### config.mk
export PLATFORM = sky130hd
export DESIGN_NAME = seq_alu_flat
export DESIGN_NICKNAME = d
export VERILOG_FILES = /design/src/rtl/seq_alu_if.sv /design/src/rtl/seq_alu.sv /design/src/flat_wrapper.sv
export SDC_FILE = /design/constraint.sdc
export NUM_CORES = 1
export LEC_CHECK = 0
export ABC_AREA = 1
export BUFFER_PORTS_ARGS = -buffer_cell sky130_fd_sc_hd__buf_2
export CORE_MARGIN = 8
export CORE_UTILIZATION = 68
export DETAILED_ROUTE_END_ITERATION = 12
export PLACE_DENSITY = 0.88
export REMOVE_ABC_BUFFERS = 1
export SLEW_MARGIN = 0
export SYNTH_ARGS = -nofsm -noshare
export SYNTH_HDL_FRONTEND = slang
export SYNTH_SLANG_ARGS = --single-unit
### constraint.sdc
create_clock -name clk -period 4.4 [get_ports clk]
set_clock_uncertainty 0.05 [all_clocks]
set_input_delay 0.22 -clock clk [delete_from_list [all_inputs] [get_ports clk]]
set_output_delay 0.22 -clock clk [all_outputs]
set_load 0.01 [all_outputs]
### src/rtl/seq_alu_if.sv
// seq_alu_if: start/op/operand request and result/status bundle for seq_alu
interface seq_alu_if #(parameter int WIDTH = 32);
  logic             start;
  logic [2:0]       op;
  logic [WIDTH-1:0] a;
  logic [WIDTH-1:0] b;
  logic [WIDTH-1:0] result;
  logic             zero;
  logic             busy;
  logic             done;
  logic             dz;
  modport master(output start, op, a, b, input result, zero, busy, done, dz);
  modport slave(input start, op, a, b, output result, zero, busy, done, dz);
endinterface

### src/rtl/seq_alu.sv
// seq_alu: multi-cycle ALU, single-cycle logic/arith plus iterative shift-add mul and restoring div
module seq_alu #(
  parameter int WIDTH = 32,
  parameter int CNT_W = 6
) (
  input logic  clk,
  input logic  rst,
  seq_alu_if.slave bus
);
  localparam logic [2:0] op_add = 3'b000;
  localparam logic [2:0] op_sub = 3'b001;
  localparam logic [2:0] op_and = 3'b010;
  localparam logic [2:0] op_or  = 3'b011;
  localparam logic [2:0] op_slt = 3'b100;
  localparam logic [2:0] op_mul = 3'b101;
  localparam logic [2:0] op_div = 3'b110;
  typedef enum logic [1:0] {s_idle, s_mul, s_div} state_t;
  state_t state, state_n;
  logic [CNT_W-1:0] cnt;
  logic [WIDTH-1:0] ra, rb, acc;
  logic [WIDTH-1:0] sc, madd, rem_n, q_n, fin;
  logic [WIDTH:0]   trial;
  logic             go_mul, go_div;
  assign go_mul  = bus.start && bus.op == op_mul;
  assign go_div  = bus.start && bus.op == op_div && bus.b != '0;
  assign bus.busy = state != s_idle;
  // single-cycle result; div here only ever means divide-by-zero, nop holds the old result
  always_comb begin
    sc = bus.op == op_add ? bus.a + bus.b :
         bus.op == op_sub ? bus.a - bus.b :
         bus.op == op_and ? bus.a & bus.b :
         bus.op == op_or  ? bus.a | bus.b :
         bus.op == op_slt ? {{(WIDTH-1){1'b0}}, $signed(bus.a) < $signed(bus.b)} :
         bus.op == op_div ? '1 : bus.result;
  end
  // one iteration step: ra is multiplicand / dividend-quotient shifter, rb multiplier / divisor, acc product / remainder
  always_comb begin
    madd  = acc + (rb[0] ? ra : '0);
    trial = {acc, ra[WIDTH-1]} - {1'b0, rb};
    rem_n = trial[WIDTH] ? {acc[WIDTH-2:0], ra[WIDTH-1]} : trial[WIDTH-1:0];
    q_n   = {ra[WIDTH-2:0], ~trial[WIDTH]};
    fin   = state == s_mul ? madd : q_n;
  end
  // next state: enter iteration from idle, leave after the count-0 step
  always_comb begin
    state_n = state;
    if (state == s_idle)
      state_n = go_mul ? s_mul : go_div ? s_div : s_idle;
    else if (cnt == '0)
      state_n = s_idle;
  end
  // state register
  always_ff @(posedge clk)
    if (rst) state <= s_idle;
    else state <= state_n;
  // datapath, counter and registered outputs
  always_ff @(posedge clk)
    if (rst) begin
      cnt        <= '0;
      ra         <= '0;
      rb         <= '0;
      acc        <= '0;
      bus.result <= '0;
      bus.zero   <= 1'b1;
      bus.done   <= 1'b0;
      bus.dz     <= 1'b0;
    end else begin
      bus.done <= 1'b0;
      if (state == s_idle && bus.start) begin
        ra  <= bus.a;
        rb  <= bus.b;
        acc <= '0;
        cnt <= CNT_W'(WIDTH - 1);
        if (!go_mul && !go_div) begin
          bus.result <= sc;
          bus.zero   <= sc == '0;
          bus.dz     <= bus.op == op_div;
          bus.done   <= 1'b1;
        end
      end else if (state != s_idle) begin
        acc <= state == s_mul ? madd : rem_n;
        ra  <= state == s_mul ? ra << 1 : q_n;
        rb  <= state == s_mul ? rb >> 1 : rb;
        cnt <= cnt == '0 ? '0 : cnt - CNT_W'(1);
        if (cnt == '0) begin
          bus.result <= fin;
          bus.zero   <= fin == '0;
          bus.dz     <= 1'b0;
          bus.done   <= 1'b1;
        end
      end
    end
endmodule

### src/flat_wrapper.sv
// flat-port wrapper written by rule: the top's interface ports become plain ports
module seq_alu_flat 
#(
  parameter int WIDTH = 32,
  parameter int CNT_W = 6
)
  (clk, rst, bus_start, bus_op, bus_a, bus_b, bus_result, bus_zero, bus_busy, bus_done, bus_dz);
  seq_alu_if #(.WIDTH(WIDTH)) bus_i ();
  input logic clk;
  input logic rst;
  input wire logic [$bits(bus_i.start)-1:0] bus_start;
  input wire logic [$bits(bus_i.op)-1:0] bus_op;
  input wire logic [$bits(bus_i.a)-1:0] bus_a;
  input wire logic [$bits(bus_i.b)-1:0] bus_b;
  output wire logic [$bits(bus_i.result)-1:0] bus_result;
  output wire logic [$bits(bus_i.zero)-1:0] bus_zero;
  output wire logic [$bits(bus_i.busy)-1:0] bus_busy;
  output wire logic [$bits(bus_i.done)-1:0] bus_done;
  output wire logic [$bits(bus_i.dz)-1:0] bus_dz;
  assign bus_i.start = bus_start;
  assign bus_i.op = bus_op;
  assign bus_i.a = bus_a;
  assign bus_i.b = bus_b;
  assign bus_result = bus_i.result;
  assign bus_zero = bus_i.zero;
  assign bus_busy = bus_i.busy;
  assign bus_done = bus_i.done;
  assign bus_dz = bus_i.dz;
  seq_alu #(.WIDTH(WIDTH), .CNT_W(CNT_W)) u_core (.clk(clk), .rst(rst), .bus(bus_i));
endmodule
# --- After elaboration in Yosys (flattened, before gate mapping) ---
# Cells that the tools add are included.
word_totals:
  elab_cells: 87
  output_inout_bits: 36
  in_bits: 70
  register_bits: 139
classes:
  reduce_logical: 21
  n_mux: 39
  n_eq_ne: 8
  n_addsub: 5
  bitwise: 3
  order_cmp: 1
ops:
  columns: ["cell", "n"]
  rows:
  - ["two-way mux 32 bit", 19]
  - ["adder 32 bit", 2]
  - ["logical NOT 32 bit", 2]
  - ["subtractor 33 x 32 -> 33 bit", 1]
  - ["bitwise AND 32 bit", 1]
  - ["less-than comparator 32 bit", 1]
  - ["OR 32 bit", 1]
  - ["nonzero test 32 bit", 1]
  - ["subtractor 32 bit", 1]
  - ["two-way mux 1 bit", 13]
  - ["two-way mux 5 bit", 2]
  - ["nonzero test 2 bit", 5]
  - ["== test 3 bit, second input constant", 3]
  - ["two-way mux 2 bit", 4]
  - ["== test 3 x 2 -> 1 bit, second input constant", 2]
  - ["logical NOT 6 bit", 1]
  - ["two-way mux 6 bit", 1]
  - ["subtractor 6 x 1 -> 6 bit, second input constant", 1]
  - ["logical AND 1 bit", 5]
  - ["== test 3 x 1 -> 1 bit, second input constant", 1]
  - ["logical NOT 3 bit", 1]
  - ["AND reduction 3 bit", 1]
  - ["== test 2 x 1 -> 1 bit, second input constant", 1]
  - ["logical NOT 1 bit", 2]
  - ["5 further kinds", 5]

# --- Depth between registers and ports, before layout ---
# Gate-level depths: netlist of the first run.
depth:
  ltp_word: 10
  depth_mapped: 25
  ltp_nobuf: 24

# --- Worst setup path before layout of the first run ---
# OpenSTA, ideal clock, no wires.
synth_timing:
  path_kind: "flip-flop to flip-flop"
  startpoint: "reg u_core.rb[0]"
  endpoint: "reg u_core.bus.zero"
  t_required_ns: 4.292
  path_stages_with_launch: 24
  t_arrival_ns: 2.743
  n_path_buf: 1
  setup_time_ns: 0.058
  slack_ns: 1.549
  period_less_slack_ns: 2.851
  path_cell_list: "dfxtp_1 > clkbuf_1 > nand2_1 > inv_1 > ha_1 > inv_1 > fa_1 > o21ai_2 > nand2_1 > nand2_1 > nand2_1 > nand2_1 > nand3_1 > nand2_1 > nand2_1 > nand3_1 > o21ai_0 > nor2_1 > nand2_1 > nor2_1 > nand4_1 > nand2_1 > nand2_1 > nand2_1"
synth_between:
  elab_chain_len: 7
  word_cells_on_any_way: 9
  cone_classes: "add/sub (2); mux (5); bitwise (1); reduce/logical (1)"
synth_rtl:
  columns: ["item", "line_no", "source"]
  rows:
  - ["from (decl)", "seq_alu.sv:20", "logic [WIDTH-1:0] ra, rb, acc;"]
  - ["from (signal assigned)", "seq_alu.sv:71", "rb <= bus.b;"]
  - ["from (signal assigned)", "seq_alu.sv:83", "rb <= state == s_mul ? rb >> 1 : rb;"]
  - ["two-way mux 32 bit / subtractor 33 x 32 -> 33 bit (equally long branches)", "seq_alu.sv:38, seq_alu.sv:39", null]
  - ["adder 32 bit / inverter 1 bit (equally long branches)", "seq_alu.sv:38, seq_alu.sv:41", null]
  - ["two-way mux 32 bit *", "seq_alu.sv:42", "fin = state == s_mul ? madd : q_n;"]
  - ["logical NOT 32 bit *", "seq_alu.sv:87", "bus.zero <= fin == '0;"]
  - ["two-way mux 1 bit *", "seq_alu.sv:85", "if (cnt == '0) begin"]
  - ["two-way mux 1 bit *", "seq_alu.sv:80", "end else if (state != s_idle) begin"]
  - ["two-way mux 1 bit *", "seq_alu.sv:69", "if (state == s_idle && bus.start) begin"]
  - ["to (signal assigned)", "seq_alu.sv:64", "bus.zero <= 1'b1;"]
  - ["to (signal assigned)", "seq_alu.sv:76", "bus.zero <= sc == '0;"]
  - ["to (signal assigned)", "seq_alu.sv:87", null]
  - ["to (decl)", "seq_alu_if.sv:13", "modport slave(input start, op, a, b, output result, zero, busy, done, dz);"]
# Every way passes the cells marked *; elsewhere a longest branch is shown, timed or not. The select of a mux whose other input is x is not followed.
# A chain may end at the register's enable or synchronous reset.

# --- Worst setup path after layout of the first run ---
# Ends and elaborated chain as after synthesis.

==> results of run 1 <==
[worst min-delay path: stages]
cell and delay [ns]:
buf_2 0.14, nand2_1 0.07, a31oi_1 0.07
[power breakdown]
| part | internal, W | switching, W | total (W) |
|---|---|---|---|
| combinational | 0.000609 | 0.00132 | 0.00193 |
| sequential | 0.00135 | 0.0000959 | 0.00144 |
| clock | 0.000817 | 0.000662 | 0.00148 |
[sequential cells by signal, summed over array words and instances (netlist names)]
name               flops
u_core.bus.done        1
u_core.cnt             6
u_core.state           2
u_core.rb             32
u_core.bus.dz          1
u_core.acc            32
u_core.bus.zero        1
u_core.ra             32
u_core.bus.result     32
[cells in the final DEF (no fill, tap or decap), drive strengths merged, types with 9 or more instances in the layout]
cell type / count
nand4: 31
ha: 161
nor2: 244
o21bai: 26
buf: 125
or2: 11
o22ai: 26
nand3b: 12
dfxtp: 139
xor2: 25
inv: 454
nand3: 166
xnor2: 18
a21o: 9
o221ai: 21
o21ai: 212
a31oi: 58
o211ai: 69
a21oi: 254
nor4: 10
nand2: 825
clkbuf: 18
nor3: 25
[layout make-up]
| class | count | area (µm²) |
|---|---|---|
| Sequential cell | 139 | 2780 |
| Fill cell | 2268 | 6700 |
| Multi-Input combinational cell | 2230 | 12000 |
| Timing Repair Buffer | 125 | 676 |
| Clock buffer | 18 | 439 |
| Tap cell | 330 | 413 |
| Inverter | 447 | 1680 |
| Clock inverter | 14 | 149 |
[cells in the mapped netlist (4+ instances only)]
cell      count  share of area
nand2_1     821           0.18
inv_1       438          0.097
a21oi_1     254          0.075
nor2_1      238          0.053
o21ai_0     180          0.053
nand3_1     165          0.049
ha_1        161           0.12
dfxtp_1     139           0.16
clkbuf_1     67          0.015
o211ai_1     59          0.026
a31oi_1      58          0.021
buf_2        36          0.011
nand4_1      31          0.011
o21ai_1      30         0.0088
o21bai_1     26          0.011
o22ai_1      26         0.0096
xor2_1       25          0.013
nor3_1       24         0.0071
o221ai_1     21          0.011
xnor2_1      18         0.0093
nand3b_1     12         0.0053
nor4_1       10         0.0037
o211ai_2     10         0.0074
a21o_1        9         0.0040
inv_2         8         0.0018
buf_6         7         0.0046
or2_2         7         0.0026
buf_1         6         0.0013
and2_1        5         0.0018
a21boi_0      4         0.0018
fa_1          4         0.0047
nand2_2       4         0.0015
nor2_2        4         0.0015
o21a_1        4         0.0018
[how the worst max path moves through the flow]
stage	start	end	cells after the start
3_5_place_dp	u_core.rb[0]	u_core.bus.zero	21
4_1_cts	u_core.rb[0]	u_core.bus.zero	21
3_3_place_gp	u_core.rb[0]	u_core.bus.zero	21
2_1_floorplan	u_core.state[1]	u_core.bus.result[28]	9
6_report	u_core.rb[0]	u_core.bus.zero	21
5_1_grt	u_core.rb[0]	u_core.bus.zero	19
[metrics by stage]
| stage | setup TNS [ns] | util | hold slack (ns) | instances | total power [W] |
|---|---|---|---|---|---|
| 2_1_floorplan | -272.52 | - | 0.239 | 2816 | 0.00270 |
| 3_3_place_gp | 0 | 0.706 | 0.405 | 3271 | 0.00326 |
| 3_5_place_dp | 0 | 0.706 | 0.406 | 3271 | 0.00329 |
| 4_1_cts | 0 | 0.730 | 0.0634 | 3303 | 0.00475 |
| 5_1_grt | 0 | 0.730 | 0.0766 | 3303 | 0.00505 |
| 6_report | 0 | 0.730 | 0.0740 | 3303 | 0.00485 |
[metal layers]
metal | routed length [µm] | up-vias | global-route usage
li1 | - | 9678 | -
met1 | 24600 | 9296 | 0.515
met2 | 28100 | 1460 | 0.644
met3 | 8150 | 309 | 0.0790
met4 | 4540 | 2 | 0.244
met5 | 16 | - | 0
[cell families after synthesis]
kind of cell | count (synthesis) | share of synthesized area
AO/OA/AOI/OAI | 689 | 0.235
adder cells (fa/ha/maj) | 165 | 0.123
buffers and inverters | 568 | 0.132
XOR/XNOR | 43 | 0.0222
flip-flops | 139 | 0.164
AND/OR/NAND/NOR | 1333 | 0.323
==> run metrics, run 1 <==
die area 30,300 µm²; prevailing post-synth register cell dfxtp_1; CP endpoint kind flip-flop; CTS max path bufs 2; leakage 9.41 nW; H-tree Lvls 4; FF-to-FF setup slack 0.53 ns; synth unique cells 51; cts hold-fix bufs 0; DRC Markers 0; Finished Cell Area 18,100 µm²; period utilisation layout 0.878; cts bufs inserted 17; GPL Wtd Cong 1.16; CTS tree done; Req. time, crit path 4.72 ns; Post-synth ARST share 0; Pre-antenna DRT Iters 6; Worst VDD drop 0.252 mV; # clock sinks 139; Setup crit start kind flip-flop; port buffer count 105; setup slack after layout 0.535 ns; Routed WL per cell 19.8 µm; reg2reg start u_core.rb[0]; outcome complete, no violations; Top delay family on crit path simple AND/OR/NAND/NOR gates; Hold Crit Class input pin to flip-flop; Mapped Cells 2,937; crit-path cells buf_4 > nand2_1 > inv_1 > ha_1 > a21oi_1 > nor2_1 > nor2_1 > nand2_1 > nand2_1 > nand2_1 > o21ai_0 > o21ai_0 > inv_1 > nand2_1 > nor2_1 > nand2_1 > nor2_1 > nand4_1 > nand2_1 > nand2_1 > nand2_1; Slew headroom 0.322; Clock Pin Slew Worst Setup and Hold Paths 0.07 ns; Cell Area, Placed 17,500 µm²; Post-Syn Area 17,000 µm²; vias in the first global route 19.4k; fraction of final layout cells sized beyond drive strength 1 0.0683; Detailed Route Iter0 Violations 3,024; Cell Pwr Density 268 nW/µm²; WP buf/inv 3; EDFF count, synth 0; Seq/Total Area, Yosys 0.164; number of diodes 0; core box area 24,800 µm²; Skew-Pair Late Insertion Delay 0.43 ns; Synth-to-Final Area Change 6.72%; hold path startpoint bus_b[19]; Setup WS pre-CTS 0.690 ns; Post-DRT Antenna Nets 0; GRT overflow 0; boundary pin count 106; critical path arrival 4.19 ns; final hold violation count 0; largest net degree at the start of global routing 81; Clock Tree Root clkbuf_16; # rows 58; WL final 65,400 µm; crit-path max cell delay 0.91 ns; Max Cap Viol 0; CP Class flip-flop to flip-flop; gr usage total 0.410; terminus of the critical flop-to-flop path u_core.bus.zero; Starting Density 0.684; RSZ-0062 raised after global routing false; worst-margin pin slew 1.02 ns; Slew Limit Fails 0; cell mode on critical path nand2_1; post_cts resized 0; initial antenna violation count 1; Avg Cell Area, Syn 5.78 µm²; die width 174 µm; Final #Nets 3,195; via count 20.7k; Slowest-stage cell, CP dfxtp_1; hold endpoint u_core.rb[19]; fmax 259 MHz; HPWL Detailed 50,800 µm; worst-path fanout max 22; flops & latches, synth 139; Synthesis Warnings 0; postcts setup bufs 0; count of final setup violators 0; hold path depth 3; first-pass GRT wire length 101,000 µm; shortest period the worst path allows 3.87 ns; Register-to-Register Path Depth 21; Die Y 174 µm; Vias/cell 6.28
(Power assumes the default switching activity.)
==> run 2: changes to the inputs <==
--- a/config.mk
+++ b/config.mk
@@ -7,10 +7,10 @@
 export LEC_CHECK = 0
 export ABC_AREA = 1
 export BUFFER_PORTS_ARGS = -buffer_cell sky130_fd_sc_hd__buf_2
+export CAP_MARGIN = 10
 export CORE_MARGIN = 8
-export CORE_UTILIZATION = 68
+export CORE_UTILIZATION = 30
 export DETAILED_ROUTE_END_ITERATION = 12
-export PLACE_DENSITY = 0.88
 export REMOVE_ABC_BUFFERS = 1
 export SLEW_MARGIN = 0
 export SYNTH_ARGS = -nofsm -noshare
==> run 2 against run 1 <==
  * Via count decreased by 6.0%
  * Critical endpoint unchanged
  * Register-to-register slack improved by 0.26 ns
  * Largest cell class unchanged
  * Core utilization shrank 40 points
  * Wire length increased by 10%
  * Highest routed layer is now met4
==> run metrics, run 2 (same netlist as run 1, synthesis figures left out) <==
outcome complete, no violations (unchanged); fillers 6,462 (was 2,268); HPWL Detailed 57,700 µm (was 50,800 µm); Routed WL per cell 19.3 µm (was 19.8 µm); Setup crit start kind flip-flop (unchanged); Finished Core Util 0.332 (was 0.730); Slew headroom 0.306 (was 0.322); Clock Tree Root clkbuf_16 (unchanged); routing usage on met3 0.0214 (was 0.0790); Worst VDD drop 0.282 mV (was 0.252 mV); WL final 71,900 µm (was 65,400 µm); Setup TNS 0 ns (unchanged); multi-input gate area in the final layout 12,000 µm² (unchanged); DRC Markers 0 (unchanged); cts hold-fix bufs 0 (unchanged); placed insts 3,698 (was 3,271); gr usage total 0.219 (was 0.410); number of diodes 0 (unchanged); most frequent cells in the layout 821 x nand2_1, 438 x inv_1, 253 x a21oi_1 (unchanged); boundary pin count 106 (unchanged); first-pass GRT wire length 110,000 µm (was 101,000 µm); # clock sinks 139 (unchanged); Final #Nets 3,196 (was 3,195); commonest non-fill, non-tap cell in the layout nand2_1 (unchanged); core box area 56,200 µm² (was 24,800 µm²); Starting Density 0.302 (was 0.684); Synth-to-Final Area Change 9.96% (was 6.72%); initial antenna violation count 0 (was 1); met2 GRT Util 0.362 (was 0.644); # rows 87 (was 58); port buffer count 105 (unchanged); Hold Worst Slack 0.0471 ns (was 0.0740 ns); shortest period the worst path allows 3.60 ns (was 3.87 ns); Post-DRT Antenna Nets 0 (unchanged); vias in the first global route 18.6k (was 19.4k); CTS max path bufs 2 (unchanged); final hold violation count 0 (unchanged); H-tree Lvls 4 (unchanged); worst-path fanout max 27 (was 22); CP Class flip-flop to flip-flop (unchanged); Max Cap Viol 0 (unchanged); Skew-Pair Late Insertion Delay 0.45 ns (was 0.43 ns); GPL Wtd Cong 1.02 (was 1.16); postcts setup bufs 0 (unchanged); Pre-antenna DRT Iters 6 (unchanged); Setup WS pre-CTS 0.838 ns (was 0.690 ns); met1 Use GR 0.284 (was 0.515); Clock Pin Slew Worst Setup and Hold Paths 0.07 ns (about the same); fmax 278 MHz (was 259 MHz); fin cells 3,728 (was 3,303); GR peak layer met2 (unchanged); die area 64,500 µm² (was 30,300 µm²); die width 254 µm (was 174 µm); Hold Crit Class input pin to flip-flop (unchanged); Vias/cell 5.23 (was 6.28); worst-margin pin slew 1.04 ns (was 1.02 ns); Detailed Route Iter0 Violations 2,202 (was 3,024); period utilisation layout 0.818 (was 0.878); Cell Pwr Density 260 nW/µm² (was 268 nW/µm²); Req. time, crit path 4.75 ns (was 4.72 ns); Die Y 254 µm (was 174 µm); via count 19.5k (was 20.7k); critical path arrival 3.95 ns (was 4.19 ns); CTS tree done (unchanged); largest net degree at the start of global routing 81 (unchanged); count of final setup violators 0 (unchanged); leakage 9.41 nW (about the same); RSZ-0062 raised after global routing false (unchanged); Reg area 2780 µm² (unchanged); CP endpoint kind flip-flop (unchanged); fraction of final layout cells sized beyond drive strength 1 0.0680 (was 0.0683); post_cts resized 0 (unchanged); cts bufs inserted 17 (unchanged); GRT overflow 0 (unchanged); setup slack after layout 0.800 ns (was 0.535 ns); Slew Limit Fails 0 (unchanged)
[run 2: cell types whose count changed in the layout (fill, tap and decap cells not counted), sizes merged]
cell | before | now
bufinv | 1 | 2
buf | 125 | 126
clkbuf | 18 | 20
clkinvlp | 2 | 4
inv | 454 | 447
[run 2: final timing paths]
path / startpoint / end / slack, ns / depth (start not counted)
max: u_core.rb[0] / u_core.bus.zero / 0.80 / 19
min: bus_b[28] / u_core.rb[28] / 0.05 / 3
max reg2reg: u_core.rb[0] / u_core.bus.zero / 0.80 / 19
min reg2reg: u_core.bus.dz / u_core.bus.dz / 0.41 / 2
[run 2: layout make-up]
class | count | share of cell area
clock buffers | 20 | 0.0250
clock inverters | 10 | 0.00630
inverters | 447 | 0.0899
multi-input cells | 2230 | 0.642
flip-flops and latches | 139 | 0.149
well taps | 756 | 0.0507
repair buffers | 126 | 0.0373
[run 2: per-layer routing]
layer | vias to the layer above | part of all wire
li1 | 9656 | -
met1 | 8901 | 0.43
met2 | 812 | 0.45
met3 | 138 | 0.063
met4 | 0 | 0.049
met5 | - | 0
[run 2: critical path: stages, from the launching register on]
cell and delay (ns):
dfxtp_1 0.45, buf_4 0.36, nand2_1 0.11, inv_1 0.07
ha_1 0.27, a21oi_1 0.25, o21ai_0 0.21, a21oi_1 0.15
nand2_1 0.16, o21ai_0 0.36, o21ai_0 0.27, inv_1 0.11
nand2_1 0.05, nor2_1 0.10, nand2_1 0.06, nor2_1 0.14
nand4_1 0.12, nand2_1 0.10, nand2_1 0.05, nand2_1 0.07
[run 2: power breakdown]
part	internal [W]	switching, W
logic	0.000615	0.00132
registers	0.00135	0.000100
clock network	0.000873	0.000609
total	0.00284	0.00203
[run 2: stage by stage]
step	total power [W]	cell area (µm²)
2_1_floorplan	0.00270	16400
3_3_place_gp	0.00336	18100
3_5_place_dp	0.00336	18100
4_1_cts	0.00483	18700
5_1_grt	0.00513	18700
6_report	0.00486	18700
